## src/rtl/parking_pkg.sv

```systemverilog
// Shared types and helpers for the parking stay meter.
// Holds the tick counter modulus/width, the controller state encoding and
// the wrap-aware elapsed-ticks function.
package parking_pkg;

  localparam int unsigned TICK_MOD = 1000;
  localparam int unsigned TICK_W   = 10;

  typedef enum logic [1:0] {
    IDLE = 2'd0,
    CALC = 2'd1,
    DONE = 2'd2
  } state_e;

  // Elapsed ticks from stamp to now on the 0..TICK_MOD-1 counter.
  // A stay of TICK_MOD or more ticks aliases modulo TICK_MOD.
  function automatic logic [TICK_W-1:0] elapsed_ticks(
    input logic [TICK_W-1:0] now,
    input logic [TICK_W-1:0] stamp
  );
    logic [TICK_W:0] diff;
    if (now >= stamp) begin
      diff = {1'b0, now} - {1'b0, stamp};
    end else begin
      diff = {1'b0, now} + (TICK_W+1)'(TICK_MOD) - {1'b0, stamp};
    end
    return diff[TICK_W-1:0];
  endfunction

endpackage

```

## src/rtl/parking_stay_meter_if.sv

```systemverilog
// Request/result bundle between the gate front end and the stay meter.
// master: gate/sensor side (drives timer_count and entry/exit requests,
//         receives ready, occupancy, entry_err and the result fields).
// slave : the stay meter itself.
interface parking_stay_meter_if
  import parking_pkg::*;
#(
  parameter int unsigned SLOTS = 8,
  parameter int unsigned FEE_W = 8
) ();

  localparam int unsigned SLOT_W = $clog2(SLOTS);

  logic [TICK_W-1:0] timer_count;
  logic              entry_valid;
  logic [SLOT_W-1:0] entry_slot;
  logic              exit_valid;
  logic [SLOT_W-1:0] exit_slot;
  logic              ready;
  logic [SLOTS-1:0]  occupied;
  logic              entry_err;
  logic              result_valid;
  logic [SLOT_W-1:0] result_slot;
  logic [TICK_W-1:0] result_ticks;
  logic [FEE_W-1:0]  result_fee;
  logic              result_err;

  modport master (
    output timer_count, entry_valid, entry_slot, exit_valid, exit_slot,
    input  ready, occupied, entry_err, result_valid, result_slot,
           result_ticks, result_fee, result_err
  );

  modport slave (
    input  timer_count, entry_valid, entry_slot, exit_valid, exit_slot,
    output ready, occupied, entry_err, result_valid, result_slot,
           result_ticks, result_fee, result_err
  );

endinterface

```

## src/rtl/parking_fee_divider.sv

```systemverilog
// Iterative billing-unit counter: units = max(1, ceil(dividend/UNIT_TICKS)).
// Ports:
//   clk, reset   : clock, synchronous active-low reset
//   i_start      : load dividend (rem <- dividend, units <- 1)
//   i_dividend   : elapsed ticks to divide
//   o_done_c     : combinational, high in the last busy cycle
//   o_units      : unit count, valid while o_done_c is high
module parking_fee_divider
  import parking_pkg::*;
#(
  parameter int unsigned UNIT_TICKS = 100
) (
  input  logic              clk,
  input  logic              reset,
  input  logic              i_start,
  input  logic [TICK_W-1:0] i_dividend,
  output logic              o_done_c,
  output logic [TICK_W-1:0] o_units
);

  localparam logic [TICK_W-1:0] UNIT = TICK_W'(UNIT_TICKS);

  logic              r_busy;
  logic [TICK_W-1:0] r_rem;
  logic [TICK_W-1:0] r_units;

  // Done is flagged in the same cycle the remainder drops to one unit or less,
  // so the caller can register the result on that edge.
  assign o_done_c = r_busy && (r_rem <= UNIT);
  assign o_units  = r_units;

  always_ff @(posedge clk) begin
    if (!reset) begin
      r_busy  <= 1'b0;
      r_rem   <= '0;
      r_units <= '0;
    end else if (i_start) begin
      r_busy  <= 1'b1;
      r_rem   <= i_dividend;
      r_units <= TICK_W'(1);
    end else if (r_busy) begin
      if (r_rem > UNIT) begin
        r_rem   <= r_rem - UNIT;
        r_units <= r_units + TICK_W'(1);
      end else begin
        r_busy <= 1'b0;
      end
    end
  end

endmodule

```

## src/rtl/parking_stay_meter.sv

```systemverilog
// Parking stay meter: stamps each car's entry tick per slot and, on exit,
// reports the wrap-aware stay in ticks (and a saturated fee when built with
// PARKING_STAY_FEE_EN defined; otherwise result_fee is tied to 0 and exits
// complete without a CALC phase).
// Ports:
//   clk   : system clock, rising edge
//   reset : synchronous active-low reset
//   bus   : slave side of parking_stay_meter_if (requests in, results out)
module parking_stay_meter
  import parking_pkg::*;
#(
  parameter int unsigned SLOTS      = 8,
  parameter int unsigned UNIT_TICKS = 100,
  parameter int unsigned RATE       = 5,
  parameter int unsigned FEE_W      = 8
) (
  input  logic                 clk,
  input  logic                 reset,
  parking_stay_meter_if.slave  bus
);

  localparam int unsigned SLOT_W = $clog2(SLOTS);

  state_e            r_state;
  logic [TICK_W-1:0] r_stamp [SLOTS];
  logic [SLOTS-1:0]  r_occ;
  logic              r_ready;
  logic              r_entry_err;
  logic              r_res_valid;
  logic              r_res_err;
  logic [SLOT_W-1:0] r_res_slot;
  logic [TICK_W-1:0] r_res_ticks;

  logic              w_idle;
  logic              w_entry;
  logic              w_exit;
  logic              w_exit_hit;
  logic              w_swap;
  logic              w_entry_ok;
  logic              w_entry_rej;
  logic [TICK_W-1:0] w_elapsed;
  logic [SLOTS-1:0]  w_occ_next;

  // Request decode; all decisions use the occupancy as it was before this edge.
  assign w_idle      = (r_state == IDLE);
  assign w_entry     = w_idle && bus.entry_valid;
  assign w_exit      = w_idle && bus.exit_valid;
  assign w_exit_hit  = w_exit && r_occ[bus.exit_slot];
  // Same-slot entry+exit on an occupied slot hands the slot to the new car.
  assign w_swap      = w_exit_hit && w_entry && (bus.entry_slot == bus.exit_slot);
  assign w_entry_ok  = w_entry && (!r_occ[bus.entry_slot] || w_swap);
  assign w_entry_rej = w_entry && r_occ[bus.entry_slot] && !w_swap;
  assign w_elapsed   = elapsed_ticks(bus.timer_count, r_stamp[bus.exit_slot]);

  // Exit clears first so a same-slot entry leaves the slot occupied.
  always_comb begin
    w_occ_next = r_occ;
    if (w_exit_hit) w_occ_next[bus.exit_slot] = 1'b0;
    if (w_entry_ok) w_occ_next[bus.entry_slot] = 1'b1;
  end

  // Timestamp table; deliberately not cleared by reset.
  always_ff @(posedge clk) begin
    if (reset && w_entry_ok) begin
      r_stamp[bus.entry_slot] <= bus.timer_count;
    end
  end

`ifdef PARKING_STAY_FEE_EN
  localparam logic [31:0] FEE_MAX = 32'((64'd1 << FEE_W) - 64'd1);

  logic              w_div_done;
  logic [TICK_W-1:0] w_div_units;
  logic [31:0]       w_fee_raw;
  logic [FEE_W-1:0]  w_fee;
  logic [SLOT_W-1:0] r_calc_slot;
  logic [TICK_W-1:0] r_calc_ticks;
  logic [FEE_W-1:0]  r_res_fee;

  // Divider starts on the same edge the FSM enters CALC.
  parking_fee_divider #(
    .UNIT_TICKS (UNIT_TICKS)
  ) u_div (
    .clk        (clk),
    .reset      (reset),
    .i_start    (w_exit_hit),
    .i_dividend (w_elapsed),
    .o_done_c   (w_div_done),
    .o_units    (w_div_units)
  );

  assign w_fee_raw = 32'(w_div_units) * 32'(RATE);
  assign w_fee     = (w_fee_raw > FEE_MAX) ? FEE_W'(FEE_MAX) : FEE_W'(w_fee_raw);
  assign bus.result_fee = r_res_fee;
`else
  logic w_unused_params;
  assign w_unused_params = ^{1'(RATE), 1'(UNIT_TICKS), 1'(FEE_W)};
  assign bus.result_fee  = '0;
`endif

  // Controller FSM with registered outputs.
  always_ff @(posedge clk) begin
    if (!reset) begin
      r_state     <= IDLE;
      r_occ       <= '0;
      r_ready     <= 1'b1;
      r_entry_err <= 1'b0;
      r_res_valid <= 1'b0;
      r_res_err   <= 1'b0;
      r_res_slot  <= '0;
      r_res_ticks <= '0;
`ifdef PARKING_STAY_FEE_EN
      r_res_fee    <= '0;
      r_calc_slot  <= '0;
      r_calc_ticks <= '0;
`endif
    end else begin
      r_occ       <= w_occ_next;
      r_entry_err <= w_entry_rej;
      r_res_valid <= 1'b0;
      case (r_state)
        IDLE: begin
          if (w_exit) begin
`ifdef PARKING_STAY_FEE_EN
            r_ready <= 1'b0;
            if (w_exit_hit) begin
              r_state      <= CALC;
              r_calc_slot  <= bus.exit_slot;
              r_calc_ticks <= w_elapsed;
            end else begin
              r_state     <= DONE;
              r_res_valid <= 1'b1;
              r_res_err   <= 1'b1;
              r_res_slot  <= bus.exit_slot;
              r_res_ticks <= '0;
              r_res_fee   <= '0;
            end
`else
            r_state     <= DONE;
            r_ready     <= 1'b0;
            r_res_valid <= 1'b1;
            r_res_err   <= !w_exit_hit;
            r_res_slot  <= bus.exit_slot;
            r_res_ticks <= w_exit_hit ? w_elapsed : '0;
`endif
          end
        end
`ifdef PARKING_STAY_FEE_EN
        CALC: begin
          if (w_div_done) begin
            r_state     <= DONE;
            r_res_valid <= 1'b1;
            r_res_err   <= 1'b0;
            r_res_slot  <= r_calc_slot;
            r_res_ticks <= r_calc_ticks;
            r_res_fee   <= w_fee;
          end
        end
`endif
        DONE: begin
          r_state <= IDLE;
          r_ready <= 1'b1;
        end
        default: begin
          r_state <= IDLE;
          r_ready <= 1'b1;
        end
      endcase
    end
  end

  assign bus.ready        = r_ready;
  assign bus.occupied     = r_occ;
  assign bus.entry_err    = r_entry_err;
  assign bus.result_valid = r_res_valid;
  assign bus.result_slot  = r_res_slot;
  assign bus.result_ticks = r_res_ticks;
  assign bus.result_err   = r_res_err;

endmodule

```

## src/flat_wrapper.sv

```systemverilog
// flat-port wrapper written by rule: the top's interface ports become plain ports
module parking_stay_meter_flat import parking_pkg::*;
#(
  parameter int unsigned SLOTS      = 8,
  parameter int unsigned UNIT_TICKS = 100,
  parameter int unsigned RATE       = 5,
  parameter int unsigned FEE_W      = 8
)
  (clk, reset, bus_timer_count, bus_entry_valid, bus_entry_slot, bus_exit_valid, bus_exit_slot, bus_ready, bus_occupied, bus_entry_err, bus_result_valid, bus_result_slot, bus_result_ticks, bus_result_fee, bus_result_err);
  parking_stay_meter_if #(.SLOTS(SLOTS), .FEE_W(FEE_W)) bus_i ();
  input  logic clk;
  input  logic reset;
  input wire logic [$bits(bus_i.timer_count)-1:0] bus_timer_count;
  input wire logic [$bits(bus_i.entry_valid)-1:0] bus_entry_valid;
  input wire logic [$bits(bus_i.entry_slot)-1:0] bus_entry_slot;
  input wire logic [$bits(bus_i.exit_valid)-1:0] bus_exit_valid;
  input wire logic [$bits(bus_i.exit_slot)-1:0] bus_exit_slot;
  output wire logic [$bits(bus_i.ready)-1:0] bus_ready;
  output wire logic [$bits(bus_i.occupied)-1:0] bus_occupied;
  output wire logic [$bits(bus_i.entry_err)-1:0] bus_entry_err;
  output wire logic [$bits(bus_i.result_valid)-1:0] bus_result_valid;
  output wire logic [$bits(bus_i.result_slot)-1:0] bus_result_slot;
  output wire logic [$bits(bus_i.result_ticks)-1:0] bus_result_ticks;
  output wire logic [$bits(bus_i.result_fee)-1:0] bus_result_fee;
  output wire logic [$bits(bus_i.result_err)-1:0] bus_result_err;
  assign bus_i.timer_count = bus_timer_count;
  assign bus_i.entry_valid = bus_entry_valid;
  assign bus_i.entry_slot = bus_entry_slot;
  assign bus_i.exit_valid = bus_exit_valid;
  assign bus_i.exit_slot = bus_exit_slot;
  assign bus_ready = bus_i.ready;
  assign bus_occupied = bus_i.occupied;
  assign bus_entry_err = bus_i.entry_err;
  assign bus_result_valid = bus_i.result_valid;
  assign bus_result_slot = bus_i.result_slot;
  assign bus_result_ticks = bus_i.result_ticks;
  assign bus_result_fee = bus_i.result_fee;
  assign bus_result_err = bus_i.result_err;
  parking_stay_meter #(.SLOTS(SLOTS), .UNIT_TICKS(UNIT_TICKS), .RATE(RATE), .FEE_W(FEE_W)) u_core (.clk(clk), .reset(reset), .bus(bus_i));
endmodule
```

## config.mk

```make
export PLATFORM = sky130hd
export DESIGN_NAME = parking_stay_meter_flat
export DESIGN_NICKNAME = d
export VERILOG_FILES = /design/src/rtl/parking_pkg.sv /design/src/rtl/parking_stay_meter_if.sv /design/src/rtl/parking_fee_divider.sv /design/src/rtl/parking_stay_meter.sv /design/src/flat_wrapper.sv
export SDC_FILE = /design/constraint.sdc
export NUM_CORES = 1
export LEC_CHECK = 0
export BUFFER_PORTS_ARGS = -buffer_cell sky130_fd_sc_hd__buf_2
export CAP_MARGIN = 15
export CORE_UTILIZATION = 50
export DETAILED_ROUTE_END_ITERATION = 8
export PLACE_DENSITY = 0.8
export SYNTH_ARGS = -nofsm -noshare
export SYNTH_HDL_FRONTEND = slang
export SYNTH_SLANG_ARGS = --single-unit
```

## constraint.sdc

```tcl
create_clock -name clk -period 4.3 [get_ports clk]
set_input_delay 0.215 -clock clk [delete_from_list [all_inputs] [get_ports clk]]
set_output_delay 0.215 -clock clk [all_outputs]
set_load 0.1 [all_outputs]
```

== After elaboration in Yosys (flattened, before gate mapping) ==
Memory sizes are Yosys's and may differ from the RTL's.
Cells that the tools add are included.

* Register bits: 26
* RAM bits: 80
* Bits of input ports: 20
* Output and inout bits: 33
* Logic and storage cells: 54
* Memories kept: 1

* Add/sub/neg operators: 3
* $lt $le $gt $ge: 5
* Equality and inequality tests: 1
* Muxes and demuxes: 15
* Bitwise logic cells: 3
* Reduce and logical (&&, ||, !) cells: 18

{| class="wikitable"
|+ Memory list
! name !! depth !! width !! rd ports !! clocked after memory_dff !! write ports !! RTL line !! source
|-
| u_core.r_stamp || 8 || 10 || 1 || 0 || 1 || parking_stay_meter.sv:25 || <nowiki>logic [TICK_W-1:0] r_stamp [SLOTS];</nowiki>
|}

{| class="wikitable"
|+ Operators with widths
! operator !! count
|-
| $mux 10 || 2
|-
| $sub 10x10->10 || 2
|-
| $mux 8 || 2
|-
| $logic_and 1x1->1 || 11
|-
| $add 10x10->10 const B || 1
|-
| $ge 10x10->1 || 1
|-
| $and 8x8->8 || 1
|-
| $lt 3x4->1 const B || 2
|-
| $not 8->8 || 1
|-
| $or 8x8->8 || 1
|-
| $mux 1 || 7
|-
| $bmux 1 s3 || 2
|-
| $demux 1 s3 || 2
|-
| $ge 3x1->1 const B || 2
|-
| $reduce_and 2->1 || 2
|-
| $eq 3x3->1 || 1
|-
| $logic_not 1->1 || 3
|-
| $logic_not 2->1 || 1
|-
| $logic_or 1x1->1 || 1
|}

== Depth between registers and ports, before layout ==
* Depth in word-level cells: 10
* Depth in mapped cells: 18
* Mapped depth without buffers: 16

== Worst setup path before layout ==
No wires, ideal clock.

* Path kind: input -> register
* Start: input bus_exit_slot[1]
* End: register u_core.r_res_ticks[9], in the netlist u_core.bus.result_ticks[9]
* Setup time: 0.120 ns
* Data arrival time: 3.166 ns
* Data required time: 4.180 ns
* Path slack: 1.014 ns
* Cell stages on the path: 15
* Path buffers: 2
* Path through: buf_6 buf_2 mux2_2 a22o_1 a21oi_1 ha_1 ha_1 ha_1 a21oi_1 o311ai_1 a211oi_1 o221ai_1 mux2i_1 xor2_1 o21ai_1

* Longest elaborated chain between the ends: 4
* Elaborated cells on any way between the ends: 9

{| class="wikitable"
|+ RTL lines
! what !! RTL line !! source
|-
| start: declaration || flat_wrapper.sv:17 || <nowiki>input wire logic [$bits(bus_i.exit_slot)-1:0] bus_exit_slot;</nowiki>
|-
| $mem_v2 8x10 / $bmux 1 s3 (equally long branches) || - ||
|-
| $sub 10x10->10 (tied with other cells) || parking_pkg.sv:25 || <nowiki>diff = {1'b0, now} + (TICK_W+1)'(TICK_MOD) - {1'b0, stamp};</nowiki>
|-
| $mux 10 / $logic_and 1x1->1 (equally long branches) || parking_pkg.sv:22, parking_stay_meter.sv:48 ||
|-
| $mux 10 * || parking_stay_meter.sv:144 || <nowiki>r_res_ticks <= w_exit_hit ? w_elapsed : '0;</nowiki>
|-
| end signal: assignment || parking_stay_meter.sv:144 ||
|-
| end: declaration || parking_stay_meter.sv:32 || <nowiki>logic [TICK_W-1:0] r_res_ticks;</nowiki>
|}

Every way passes the cells marked *; elsewhere a longest branch is shown, timed or not. The select of a mux whose other input is x is not followed.
A chain may end at the register's enable or synchronous reset.

== Final worst setup path ==
* Start: input bus_exit_slot[0]
* End: register u_core.r_res_ticks[9], in the netlist u_core.bus.result_ticks[9]

The elaborated chain is that of the path after synthesis.

==> reports/qor.yml <==
min_period_over_period: 0.823
gp_congestion: 0.817
critPathLaunch: "bus_exit_slot[0]"
power_density_nw_per_um2: 356
rr_worst_depth: 14
fin_nets: 552
start_util: 0.521
final_common_cell: "edfxtp_1"
synth_area_um2: 5450
crit_cells: 14
grt_antenna_before_repair: 0
p_total_mw: 2.12
status: "completed"
final_cell_mix: "edfxtp_1, buf_2, nand2_1, inv_1"
seq_area_um2: 2920
postCtsSetupBuffers: 0
drt_iter0_drc: 276
utilization: 0.570
netlist.top_cell.by_area: "edfxtp_1"
grt_pass1_vias: 3539
cellLeakagePower_nw: 2.28
synthCells: 457
antenna_cells: 0
io_buffers: 44
cts_sinks: 106
cts_tree: "built"
timing.rr.start: "u_core.r_stamp[4][3]"
die_h_um: 106
grt_pass1_wl_um: 18100
rsz0062_at_grt: "false"
viasPerCell: 5.66
grt_max_degree: 28
fin_skew_ns: 0.00991
end_kind: "flip-flop"
dr_total_vias: 3639
drive_above_1_share: 0.191
report.final.hold_viol_count: 0
fillers: 893
path_max_fanout: 27
finalSetupViolCount: 0
reg2reg_to: "u_core.bus.result_ticks[8]"
path_class: "input port to flip-flop"
gr-usage-all-layers: 0.213
path_delay_family: "compound AO/OA/AOI/OAI gates"
reg2reg_setup_slack_ns: 0.85
post_cts_resize_count: 0
worstSetupStartpointType: "input port"
slew_viol_final: 0
dr.pass1.iters: 4
cts-root-buf: "clkbuf_8"
dp_slack_ns: 0.408
crit_path_cell_trace: "buf_2 > buf_4 > mux4_2 > mux2i_1 > ha_1 > xor2_1 > ha_1 > a21oi_1 > o311ai_1 > a211oi_1 > o221ai_1 > mux2i_1 > xor2_1 > o21ai_1"
ant_nets: 0
design.core.area_um2: 10500
crit_path_end: "u_core.bus.result_ticks[9]"
cts.path.max_buffers: 2
syn2layout_area_growth_pct: 9.37
min_period_ns: 3.54
max_freq_mhz: 283
multi_input_area_um2: 2280
io_pins: 53
slew_headroom: 0.563
slowest_stage: "mux4_2"
die_w_um: 106
ys_ff_latch: 106
yosysTopAreaCellShare: 0.441
setup_ws_ns: 0.762
ys_types: 60
synth_seq_area_share: 0.536
placed_area_um2: 5800
grt_overflow: 0
synth_edf_count: 80
avgSynthCellArea_um2: 11.9
numCtsBuffers: 9
synthArstFlopShare: 0
clkLatencyLatePin_ns: 0.37
route.detailed.drc: 0
place_inst: 629
max-cap-violations: 0
min_path_type: "input port to flip-flop"
worstPathRequired_ns: 4.56
wl_per_cell_um: 17.4
cp_num_buf_inv: 2
cp.arrival_ns: 3.80
worst_pin_slew_ns: 0.655
setup_tns_ns: 0
yosys-top-cells-area: "edfxtp_1, dfxtp_1, ha_1"
cts.clk_slew.worst_paths_ns: 0.10
wl_um: 11200
holdWs_ns: 0.119
max_stage_delay_ns: 0.50
dp_hpwl_um: 7890
synth_top_flop_cell: "edfxtp_1"
cts_max_level: 3
fin_cells: 643
fp-row-count: 37
yosys_warnings: 0
cts_hold_buf: 0
die_area_um2: 11300
vdd_drop_max_mv: 0.164
design_area_um2: 5960
## logic make-up (layout without fill, tap and decap cells)
group / after synthesis / after routing / share of synthesized area
AO/OA/AOI/OAI: 98 / 98 / 0.123
flip-flops: 106 / 106 / 0.536
buffers and inverters: 58 / 101 / 0.0507
multiplexers: 38 / 38 / 0.0948
AND/OR/NAND/NOR: 113 / 113 / 0.102
adder cells (fa/ha/maj): 28 / 28 / 0.0684
XOR/XNOR: 15 / 15 / 0.0241
other: 1 / 8 / 0.000688
## worst min path at each step
| stage | from | to | cells past startpoint |
|---|---|---|---|
| floorplan | bus_timer_count[0] | u_core.r_stamp[0][0] | 0 |
| global placement | u_core.bus.result_ticks[6] | u_core.bus.result_ticks[6] | 2 |
| detailed placement | u_core.bus.result_ticks[5] | u_core.bus.result_ticks[5] | 2 |
| CTS | bus_entry_valid | u_core.bus.entry_err | 3 |
| global route | bus_entry_valid | u_core.bus.entry_err | 3 |
| finish | bus_entry_valid | u_core.bus.entry_err | 3 |
## layer usage
metal	GRT usage	up-vias	wire length, um
met5	0	-	0
met4	0.0685	0	98
met3	0.0423	8	448
met2	0.359	91	5460
met1	0.276	1777	5150
li1	-	1763	-
## cells in the mapped netlist (10+ instances only)
cell	count
inv_1	29
a21oi_1	22
nor2_1	26
edfxtp_1	80
dfxtp_1	26
nand2_1	35
o21ai_0	20
mux2i_1	22
mux4_2	10
ha_1	25
clkbuf_1	10
## worst reg2reg max path: stages, from the launching register on
cell and delay [ns]:
edfxtp_1 0.39, mux2_2 0.27, a22oi_1 0.19, nor2_1 0.06, a211oi_1 0.47, ha_1 0.33, inv_1 0.06, ha_1 0.25
and3_1 0.15, a311o_1 0.35, a21oi_1 0.25, a21oi_1 0.12, xor2_1 0.19, a22oi_1 0.12, o31ai_1 0.18
## cell type report
type | instances | area share
flip-flops and latches | 106 | 0.490
repair buffers | 58 | 0.0546
inverters | 29 | 0.0183
multi-input cells | 300 | 0.382
clock inverters | 5 | 0.00546
well taps | 136 | 0.0285
clock buffers | 9 | 0.0208
## state kept, by name, summed over array words and instances (netlist names)
register and count:
u_core.bus.entry_err 1, u_core.bus.result_ticks 10, u_core.r_stamp 80, u_core.bus.result_valid 1, u_core.bus.result_slot 3, u_core.bus.ready 1, u_core.bus.result_err 1, u_core.r_state 1
u_core.bus.occupied 8
## power by group
part | internal, mW | switching, mW
logic | 0.161 | 0.307
registers | 1.11 | 0.00614
clock network | 0.204 | 0.333
total | 1.48 | 0.646
Note: power is estimated with default switching activity, not from simulation.
